## config.mk

```make
export PLATFORM = sky130hd
export DESIGN_NAME = ddr3_ca_delay_line_ctrl_flat
export DESIGN_NICKNAME = d
export VERILOG_FILES = /design/src/rtl/ddr3_ca_delay_line_ctrl_if.sv /design/src/rtl/ddr3_ca_delay_line_ctrl.sv /design/src/flat_wrapper.sv
export SDC_FILE = /design/constraint.sdc
export NUM_CORES = 1
export LEC_CHECK = 0
export BUFFER_PORTS_ARGS = -buffer_cell sky130_fd_sc_hd__buf_2
export CORE_ASPECT_RATIO = 0.9
export CORE_UTILIZATION = 43
export DETAILED_ROUTE_END_ITERATION = 10
export REMOVE_ABC_BUFFERS = 1
export SYNTH_ARGS = -nofsm -noshare
export SYNTH_HDL_FRONTEND = slang
export SYNTH_SLANG_ARGS = --single-unit
export TNS_END_PERCENT = 5
```

## constraint.sdc

```tcl
create_clock -name FAB_CLK -period 8.2 [get_ports FAB_CLK]
set_input_delay 0.82 -clock FAB_CLK [delete_from_list [all_inputs] [get_ports FAB_CLK]]
set_output_delay 0.82 -clock FAB_CLK [all_outputs]
set_load 0.1 [all_outputs]
```

## src/rtl/ddr3_ca_delay_line_ctrl_if.sv

```systemverilog
// Request/response bundle between the calibration engine
// and the DDR3 CA delay-line sequencer.
interface ddr3_ca_delay_line_ctrl_if #(
   parameter int NUM_LANES = 8,
   parameter int TAP_W     = 7
);
   localparam int LW = (NUM_LANES > 1) ? $clog2(NUM_LANES) : 1;

   logic             REQ_VALID;
   logic             REQ_READY;
   logic [LW-1:0]    REQ_LANE;
   logic [1:0]       REQ_OP;
   logic [TAP_W-1:0] REQ_COUNT;
   logic             RSP_VALID;
   logic [TAP_W-1:0] RSP_TAP;
   logic             RSP_ERR;
   logic             BUSY;

   modport master (
      output REQ_VALID, REQ_LANE, REQ_OP, REQ_COUNT,
      input  REQ_READY, RSP_VALID, RSP_TAP, RSP_ERR, BUSY
   );

   modport slave (
      input  REQ_VALID, REQ_LANE, REQ_OP, REQ_COUNT,
      output REQ_READY, RSP_VALID, RSP_TAP, RSP_ERR, BUSY
   );
endinterface

```

## src/rtl/ddr3_ca_delay_line_ctrl.sv

```systemverilog
// Sequences LOAD/MOVE/DIRECTION strobes for the DDR3 CA IOD
// delay lines and tracks a shadow tap count per lane.
module ddr3_ca_delay_line_ctrl #(
   parameter int NUM_LANES     = 8,
   parameter int TAP_W         = 7,
   parameter int MAX_TAPS      = 127,
   parameter int SETTLE_CYCLES = 4
) (
   input  logic                     FAB_CLK,
   input  logic                     ARST_N,
   ddr3_ca_delay_line_ctrl_if.slave bus,
   output logic [NUM_LANES-1:0]     DELAY_LINE_LOAD,
   output logic [NUM_LANES-1:0]     DELAY_LINE_MOVE,
   output logic [NUM_LANES-1:0]     DELAY_LINE_DIRECTION,
   input  logic [NUM_LANES-1:0]     DELAY_LINE_OUT_OF_RANGE
);
   localparam int LW = (NUM_LANES > 1) ? $clog2(NUM_LANES) : 1;
   localparam int CW = (SETTLE_CYCLES > 1) ? $clog2(SETTLE_CYCLES + 1) : 1;

   localparam logic [1:0] OP_LOAD = 2'b00;
   localparam logic [1:0] OP_INC  = 2'b01;
   localparam logic [1:0] OP_DEC  = 2'b10;
   localparam logic [1:0] OP_READ = 2'b11;

   typedef enum logic [2:0] {
      S_IDLE,
      S_PREP,
      S_LOAD,
      S_MOVE,
      S_SETTLE,
      S_RESP
   } state_t;

   state_t               r_state;
   state_t               w_next;
   logic [LW-1:0]        r_lane;
   logic                 r_is_load;
   logic                 r_inc;
   logic [TAP_W-1:0]     r_left;
   logic [CW-1:0]        r_cnt;
   logic [TAP_W-1:0]     r_tap [NUM_LANES];
   logic [NUM_LANES-1:0] r_load;
   logic [NUM_LANES-1:0] r_move;
   logic [NUM_LANES-1:0] r_dir;
   logic                 r_rsp_valid;
   logic [TAP_W-1:0]     r_rsp_tap;
   logic                 r_rsp_err;
   logic                 r_ready;
   logic                 r_busy;

   logic                 w_accept;
   logic                 w_lane_ok;
   logic [TAP_W-1:0]     w_req_tap;
   logic [TAP_W-1:0]     w_cur_tap;
   logic                 w_oor;
   logic [TAP_W:0]       w_sum;
   logic                 w_last;
   logic [LW-1:0]        w_sel;
   logic [NUM_LANES-1:0] w_sel_oh;
   logic [TAP_W-1:0]     w_rsp_tap;
   logic                 w_rsp_err;

   assign w_lane_ok = int'(bus.REQ_LANE) < NUM_LANES;
   assign w_last    = r_cnt == CW'(SETTLE_CYCLES - 1);
   assign w_sum     = {1'b0, w_req_tap} + {1'b0, bus.REQ_COUNT};
   assign w_sel     = (r_state == S_IDLE) ? bus.REQ_LANE : r_lane;

   always_comb begin
      w_req_tap = '0;
      w_cur_tap = '0;
      w_oor     = 1'b0;
      w_sel_oh  = '0;
      for (int i = 0; i < NUM_LANES; i++) begin
         if (bus.REQ_LANE == LW'(i)) w_req_tap = r_tap[i];
         if (r_lane == LW'(i)) begin
            w_cur_tap = r_tap[i];
            w_oor     = DELAY_LINE_OUT_OF_RANGE[i];
         end
         w_sel_oh[i] = (w_sel == LW'(i));
      end
   end

   // Rejected or trivial requests respond next cycle without touching the IOD.
   always_comb begin
      w_next    = r_state;
      w_accept  = 1'b0;
      w_rsp_tap = r_rsp_tap;
      w_rsp_err = 1'b0;
      unique case (r_state)
         S_IDLE: begin
            if (bus.REQ_VALID) begin
               w_accept  = 1'b1;
               w_rsp_tap = w_req_tap;
               if (!w_lane_ok) begin
                  w_next    = S_RESP;
                  w_rsp_err = 1'b1;
                  w_rsp_tap = '0;
               end else if (bus.REQ_OP == OP_READ ||
                            (bus.REQ_OP != OP_LOAD && bus.REQ_COUNT == '0)) begin
                  w_next = S_RESP;
               end else if (bus.REQ_OP == OP_INC &&
                            w_sum > (TAP_W+1)'(MAX_TAPS)) begin
                  w_next    = S_RESP;
                  w_rsp_err = 1'b1;
               end else if (bus.REQ_OP == OP_DEC &&
                            bus.REQ_COUNT > w_req_tap) begin
                  w_next    = S_RESP;
                  w_rsp_err = 1'b1;
               end else if (bus.REQ_OP == OP_LOAD) begin
                  w_next = S_LOAD;
               end else begin
                  w_next = S_PREP;
               end
            end
         end
         S_PREP:   w_next = S_MOVE;
         S_LOAD:   w_next = S_SETTLE;
         S_MOVE:   w_next = S_SETTLE;
         S_SETTLE: begin
            if (w_last) begin
               if (w_oor || r_is_load || r_left == '0) begin
                  w_next    = S_RESP;
                  w_rsp_err = w_oor;
                  w_rsp_tap = w_cur_tap;
               end else begin
                  w_next = S_MOVE;
               end
            end
         end
         S_RESP:   w_next = S_IDLE;
         default:  w_next = S_IDLE;
      endcase
   end

   always_ff @(posedge FAB_CLK or negedge ARST_N) begin
      if (!ARST_N) begin
         r_state     <= S_IDLE;
         r_lane      <= '0;
         r_is_load   <= 1'b0;
         r_inc       <= 1'b0;
         r_left      <= '0;
         r_cnt       <= '0;
         r_load      <= '0;
         r_move      <= '0;
         r_dir       <= '0;
         r_rsp_valid <= 1'b0;
         r_rsp_tap   <= '0;
         r_rsp_err   <= 1'b0;
         r_ready     <= 1'b1;
         r_busy      <= 1'b0;
         for (int i = 0; i < NUM_LANES; i++) r_tap[i] <= '0;
      end else begin
         r_state     <= w_next;
         r_ready     <= (w_next == S_IDLE);
         r_busy      <= (w_next != S_IDLE);
         r_rsp_valid <= (w_next == S_RESP);
         r_load      <= (w_next == S_LOAD) ? w_sel_oh : '0;
         r_move      <= (w_next == S_MOVE) ? w_sel_oh : '0;
         r_cnt       <= (r_state == S_SETTLE) ? r_cnt + CW'(1) : '0;
         if (w_next == S_RESP) begin
            r_rsp_tap <= w_rsp_tap;
            r_rsp_err <= w_rsp_err;
         end
         if (w_accept) begin
            r_lane    <= bus.REQ_LANE;
            r_is_load <= (bus.REQ_OP == OP_LOAD);
            r_inc     <= (bus.REQ_OP == OP_INC);
            r_left    <= bus.REQ_COUNT;
         end
         if (w_next == S_PREP) begin
            r_dir <= (bus.REQ_OP == OP_INC) ? (r_dir | w_sel_oh)
                                            : (r_dir & ~w_sel_oh);
         end
         if (r_state == S_MOVE) r_left <= r_left - TAP_W'(1);
         // Shadow tap follows the strobe that was just issued.
         for (int i = 0; i < NUM_LANES; i++) begin
            if (r_lane == LW'(i)) begin
               if (r_state == S_LOAD)
                  r_tap[i] <= '0;
               else if (r_state == S_MOVE)
                  r_tap[i] <= r_inc ? r_tap[i] + TAP_W'(1)
                                    : r_tap[i] - TAP_W'(1);
            end
         end
      end
   end

   assign bus.REQ_READY        = r_ready;
   assign bus.BUSY             = r_busy;
   assign bus.RSP_VALID        = r_rsp_valid;
   assign bus.RSP_TAP          = r_rsp_tap;
   assign bus.RSP_ERR          = r_rsp_err;
   assign DELAY_LINE_LOAD      = r_load;
   assign DELAY_LINE_MOVE      = r_move;
   assign DELAY_LINE_DIRECTION = r_dir;
endmodule

```

## src/flat_wrapper.sv

```systemverilog
// flat-port wrapper written by rule: the top's interface ports become plain ports
module ddr3_ca_delay_line_ctrl_flat 
#(
   parameter int NUM_LANES     = 8,
   parameter int TAP_W         = 7,
   parameter int MAX_TAPS      = 127,
   parameter int SETTLE_CYCLES = 4
)
  (FAB_CLK, ARST_N, DELAY_LINE_LOAD, DELAY_LINE_MOVE, DELAY_LINE_DIRECTION, DELAY_LINE_OUT_OF_RANGE, bus_REQ_VALID, bus_REQ_LANE, bus_REQ_OP, bus_REQ_COUNT, bus_REQ_READY, bus_RSP_VALID, bus_RSP_TAP, bus_RSP_ERR, bus_BUSY);
  ddr3_ca_delay_line_ctrl_if #(.NUM_LANES(NUM_LANES), .TAP_W(TAP_W)) bus_i ();
  input  logic FAB_CLK;
  input  logic ARST_N;
  output logic [NUM_LANES-1:0] DELAY_LINE_LOAD;
  output logic [NUM_LANES-1:0] DELAY_LINE_MOVE;
  output logic [NUM_LANES-1:0] DELAY_LINE_DIRECTION;
  input  logic [NUM_LANES-1:0] DELAY_LINE_OUT_OF_RANGE;
  input wire logic [$bits(bus_i.REQ_VALID)-1:0] bus_REQ_VALID;
  input wire logic [$bits(bus_i.REQ_LANE)-1:0] bus_REQ_LANE;
  input wire logic [$bits(bus_i.REQ_OP)-1:0] bus_REQ_OP;
  input wire logic [$bits(bus_i.REQ_COUNT)-1:0] bus_REQ_COUNT;
  output wire logic [$bits(bus_i.REQ_READY)-1:0] bus_REQ_READY;
  output wire logic [$bits(bus_i.RSP_VALID)-1:0] bus_RSP_VALID;
  output wire logic [$bits(bus_i.RSP_TAP)-1:0] bus_RSP_TAP;
  output wire logic [$bits(bus_i.RSP_ERR)-1:0] bus_RSP_ERR;
  output wire logic [$bits(bus_i.BUSY)-1:0] bus_BUSY;
  assign bus_i.REQ_VALID = bus_REQ_VALID;
  assign bus_i.REQ_LANE = bus_REQ_LANE;
  assign bus_i.REQ_OP = bus_REQ_OP;
  assign bus_i.REQ_COUNT = bus_REQ_COUNT;
  assign bus_REQ_READY = bus_i.REQ_READY;
  assign bus_RSP_VALID = bus_i.RSP_VALID;
  assign bus_RSP_TAP = bus_i.RSP_TAP;
  assign bus_RSP_ERR = bus_i.RSP_ERR;
  assign bus_BUSY = bus_i.BUSY;
  ddr3_ca_delay_line_ctrl #(.NUM_LANES(NUM_LANES), .TAP_W(TAP_W), .MAX_TAPS(MAX_TAPS), .SETTLE_CYCLES(SETTLE_CYCLES)) u_core (.FAB_CLK(FAB_CLK), .ARST_N(ARST_N), .bus(bus_i), .DELAY_LINE_LOAD(DELAY_LINE_LOAD), .DELAY_LINE_MOVE(DELAY_LINE_MOVE), .DELAY_LINE_DIRECTION(DELAY_LINE_DIRECTION), .DELAY_LINE_OUT_OF_RANGE(DELAY_LINE_OUT_OF_RANGE));
endmodule
```

==> impl_metrics.json <==
{
  "io_buffers": 57,
  "critPathRequiredTime_ps": 8450,
  "dp_hpwl_um": 14800,
  "core-area_mm2": 0.0168,
  "synthDistinctLibCells": 59,
  "hold_class": "reg2reg",
  "drc_errors": 0,
  "reg2regPathDepth": 15,
  "r2r_start": "u_core.r_tap[55]$_DFFE_PN0P_",
  "setup-violations-final": 0,
  "cts_buffer_depth": 2,
  "cts_num_sinks": 109,
  "ys.warnings.count": 0,
  "num-fill-cells": 1539,
  "fin_hold_ws_ps": 443,
  "syn-cell-area_mm2": 0.00737,
  "grt-ovfl-total": 0,
  "p_leak_nw": 3.91,
  "tns_ps": 0,
  "synth-async-reset-ratio": 1.00,
  "numCtsBuffers": 9,
  "first_global_vias": 5875,
  "r2r-end": "u_core.bus.RSP_TAP[6]$_DFFE_PN0P_",
  "fin_nets": 890,
  "cts-htree-levels": 3,
  "final_cell_mix": "108 x dfrtp_1, 75 x nand2_1, 71 x nor2_1",
  "period_minus_slack_ps": 4030,
  "ir_drop_uv": 161,
  "slew_headroom": 0.383,
  "dr.first_iter.drc_count": 432,
  "die_h_um": 126,
  "min_delay_path_depth": 1,
  "synth_edf_count": 0,
  "rsz0062_at_grt": "no",
  "cts_tree": "done",
  "num_antenna_cells": 0,
  "post_cts_buffers": 0,
  "busiest_layer": "met2",
  "track_usage": 0.237,
  "grt_util_met1": 0.323,
  "synth.avg_cell_area_um2": 9.71,
  "status": "finished, final reports clean",
  "num_rows": 45,
  "gp_congestion": 0.878,
  "power-per-cell-area_mw_per_mm2": 424,
  "drv_slew": 0,
  "wl_per_cell_um": 19.5,
  "critPathArrivalTime_ps": 4280,
  "die_w_um": 140,
  "seqCellArea_mm2": 0.00273,
  "layout_commonest_cell": "dfrtp_1",
  "ctsResizeCount": 0,
  "synthToLayoutAreaGrowth_pct": 10.8,
  "io_pins": 58,
  "cts_hold_buffers": 0,
  "firstDrtPassIters": 4,
  "tightest_slew_ps": 917,
  "fp.dieArea_mm2": 0.0177,
  "fin_skew_ps": 8.57,
  "synth_seq_cells": 109,
  "multi_input_area_mm2": 0.00436,
  "use_met3": 0.0373,
  "grt_pass1_wl_um": 32200,
  "grt_max_degree": 67,
  "clk_pin_slew_worst_paths_ps": 80,
  "min_period_over_period": 0.491,
  "synthFlopType": "dfrtp_1",
  "syn_inst": 759,
  "cts_root_buf": "clkbuf_16",
  "fmax_mhz": 248,
  "worstSetupPathType": "in2reg",
  "vias": 5998,
  "vias_per_cell": 5.91,
  "cp_max_fo": 20,
  "wl_um": 19800,
  "grt_antenna_before_repair": 0,
  "drive_gt1_frac": 0.152,
  "met2_usage": 0.388,
  "min_to": "u_core.r_cnt[0]$_DFF_PN0_",
  "synth-seq-area-share": 0.370,
  "worstHoldStart": "u_core.r_cnt[0]$_DFF_PN0_",
  "drv_cap": 0,
  "reg2reg_slack_ps": 4760,
  "initial_core_util": 0.438,
  "cp-start-kind": "input pin",
  "ant_nets": 0,
  "postLayoutCoreUtil": 0.485,
  "hold_viol": 0,
  "worstSkewPairLatency_ps": 360,
  "end_kind": "flip-flop"
}
layout make-up:
type	instances	area share
clock buffers	9	0.0276
multi-input cells	577	0.534
inverters	37	0.0170
well taps	211	0.0323
flip-flops and latches	109	0.334
clock inverters	7	0.0121
repair buffers	65	0.0426
per-stage QoR:
stage          setup slack [ps]  std cells  cell area (µm²)  power, mW
4_1_cts                    4200       1015             8170       3.48
2_1_floorplan              4420        723             7230       2.49
6_report                   4170       1015             8170       3.46
5_1_grt                    3930       1015             8170       3.73
3_5_place_dp               3820        999             7840       3.00
3_3_place_gp               3920        999             7840       2.93
flip-flops by register name, indices dropped and copies added, names as in the netlist, 3 cells and up, named ones only:
register / cells
u_core.r_state: 3
u_core.r_left: 7
u_core.bus.RSP_TAP: 7
u_core.DELAY_LINE_MOVE: 8
u_core.DELAY_LINE_LOAD: 8
u_core.r_lane: 3
u_core.r_tap: 56
u_core.r_cnt: 3
worst max-delay path: stages:
cell and delay (ps):
buf_2 440, inv_1 210, nor2_1 370, a22o_1 200
a221o_1 220, ha_1 280, nor4b_1 460, o31a_1 210
or3_1 120, a31oi_1 120, nand3_1 130, nand2_1 90
inv_2 230, mux2_1 350
report_power, final:
group | total (mW) | internal [mW] | leakage (nW) | switching [mW]
sequential | 0.948 | 0.714 | 1.45 | 0.234
clock | 0.461 | 0.222 | 0.154 | 0.239
combinational | 2.05 | 0.796 | 2.30 | 1.26
cells in the mapped netlist, drive strengths merged (4+ instances only):
| library cell | count | share of area |
|---|---|---|
| a21o | 23 | 0.023 |
| a21oi | 49 | 0.033 |
| a221o | 7 | 0.0095 |
| a22o | 26 | 0.031 |
| a31oi | 9 | 0.0076 |
| and2 | 5 | 0.0042 |
| and3 | 4 | 0.0034 |
| buf | 7 | 0.0042 |
| clkbuf | 29 | 0.015 |
| dfrtp | 108 | 0.37 |
| fa | 8 | 0.022 |
| ha | 60 | 0.10 |
| inv | 36 | 0.018 |
| mux2 | 13 | 0.020 |
| mux2i | 23 | 0.031 |
| mux4 | 18 | 0.055 |
| nand2 | 75 | 0.038 |
| nand2b | 7 | 0.0059 |
| nand3 | 17 | 0.012 |
| nor2 | 71 | 0.036 |
| nor2b | 10 | 0.0085 |
| nor3 | 12 | 0.0081 |
| nor4 | 6 | 0.0051 |
| o21ai | 40 | 0.027 |
| o21bai | 12 | 0.012 |
| or3 | 6 | 0.0053 |
| xnor2 | 27 | 0.032 |
| xor2 | 13 | 0.015 |
layer usage:
| layer | wire length [µm] | part of all wire | vias up |
|---|---|---|---|
| met1 | 9040 | 0.46 | 2984 |
| li1 | - | - | 2812 |
| met2 | 9350 | 0.47 | 172 |
| met3 | 955 | 0.048 | 30 |
| met4 | 424 | 0.021 | 0 |
| met5 | 0 | 0 | - |
kinds of logic after synthesis:
kind of cell	count (synthesis)	share of synthesized area
muxes	54	0.106
xor gates and xnor gates	40	0.0475
adders and majority gates	69	0.125
and+or+nand+nor	227	0.142
DFF	109	0.370
buffers and inverters	73	0.0378
AOI/OAI and AO/OA	187	0.171
worst max path at each step:
stage | endpoint | startpoint | depth (start not counted) | slack, ps
5_1_grt | u_core.bus.RSP_TAP[6]$_DFFE_PN0P_ | bus_REQ_LANE[1] | 16 | 3930
3_3_place_gp | u_core.bus.RSP_TAP[6]$_DFFE_PN0P_ | bus_REQ_LANE[1] | 16 | 3920
4_1_cts | u_core.bus.RSP_TAP[6]$_DFFE_PN0P_ | bus_REQ_LANE[1] | 16 | 4200
3_5_place_dp | u_core.bus.RSP_TAP[6]$_DFFE_PN0P_ | bus_REQ_LANE[1] | 16 | 3820
2_1_floorplan | u_core.r_tap[13]$_DFFE_PN0P_ | u_core.r_inc$_DFFE_PN0P_ | 9 | 4420
6_report | u_core.bus.RSP_TAP[6]$_DFFE_PN0P_ | bus_REQ_LANE[1] | 14 | 4170
(Power assumes the default switching activity.)
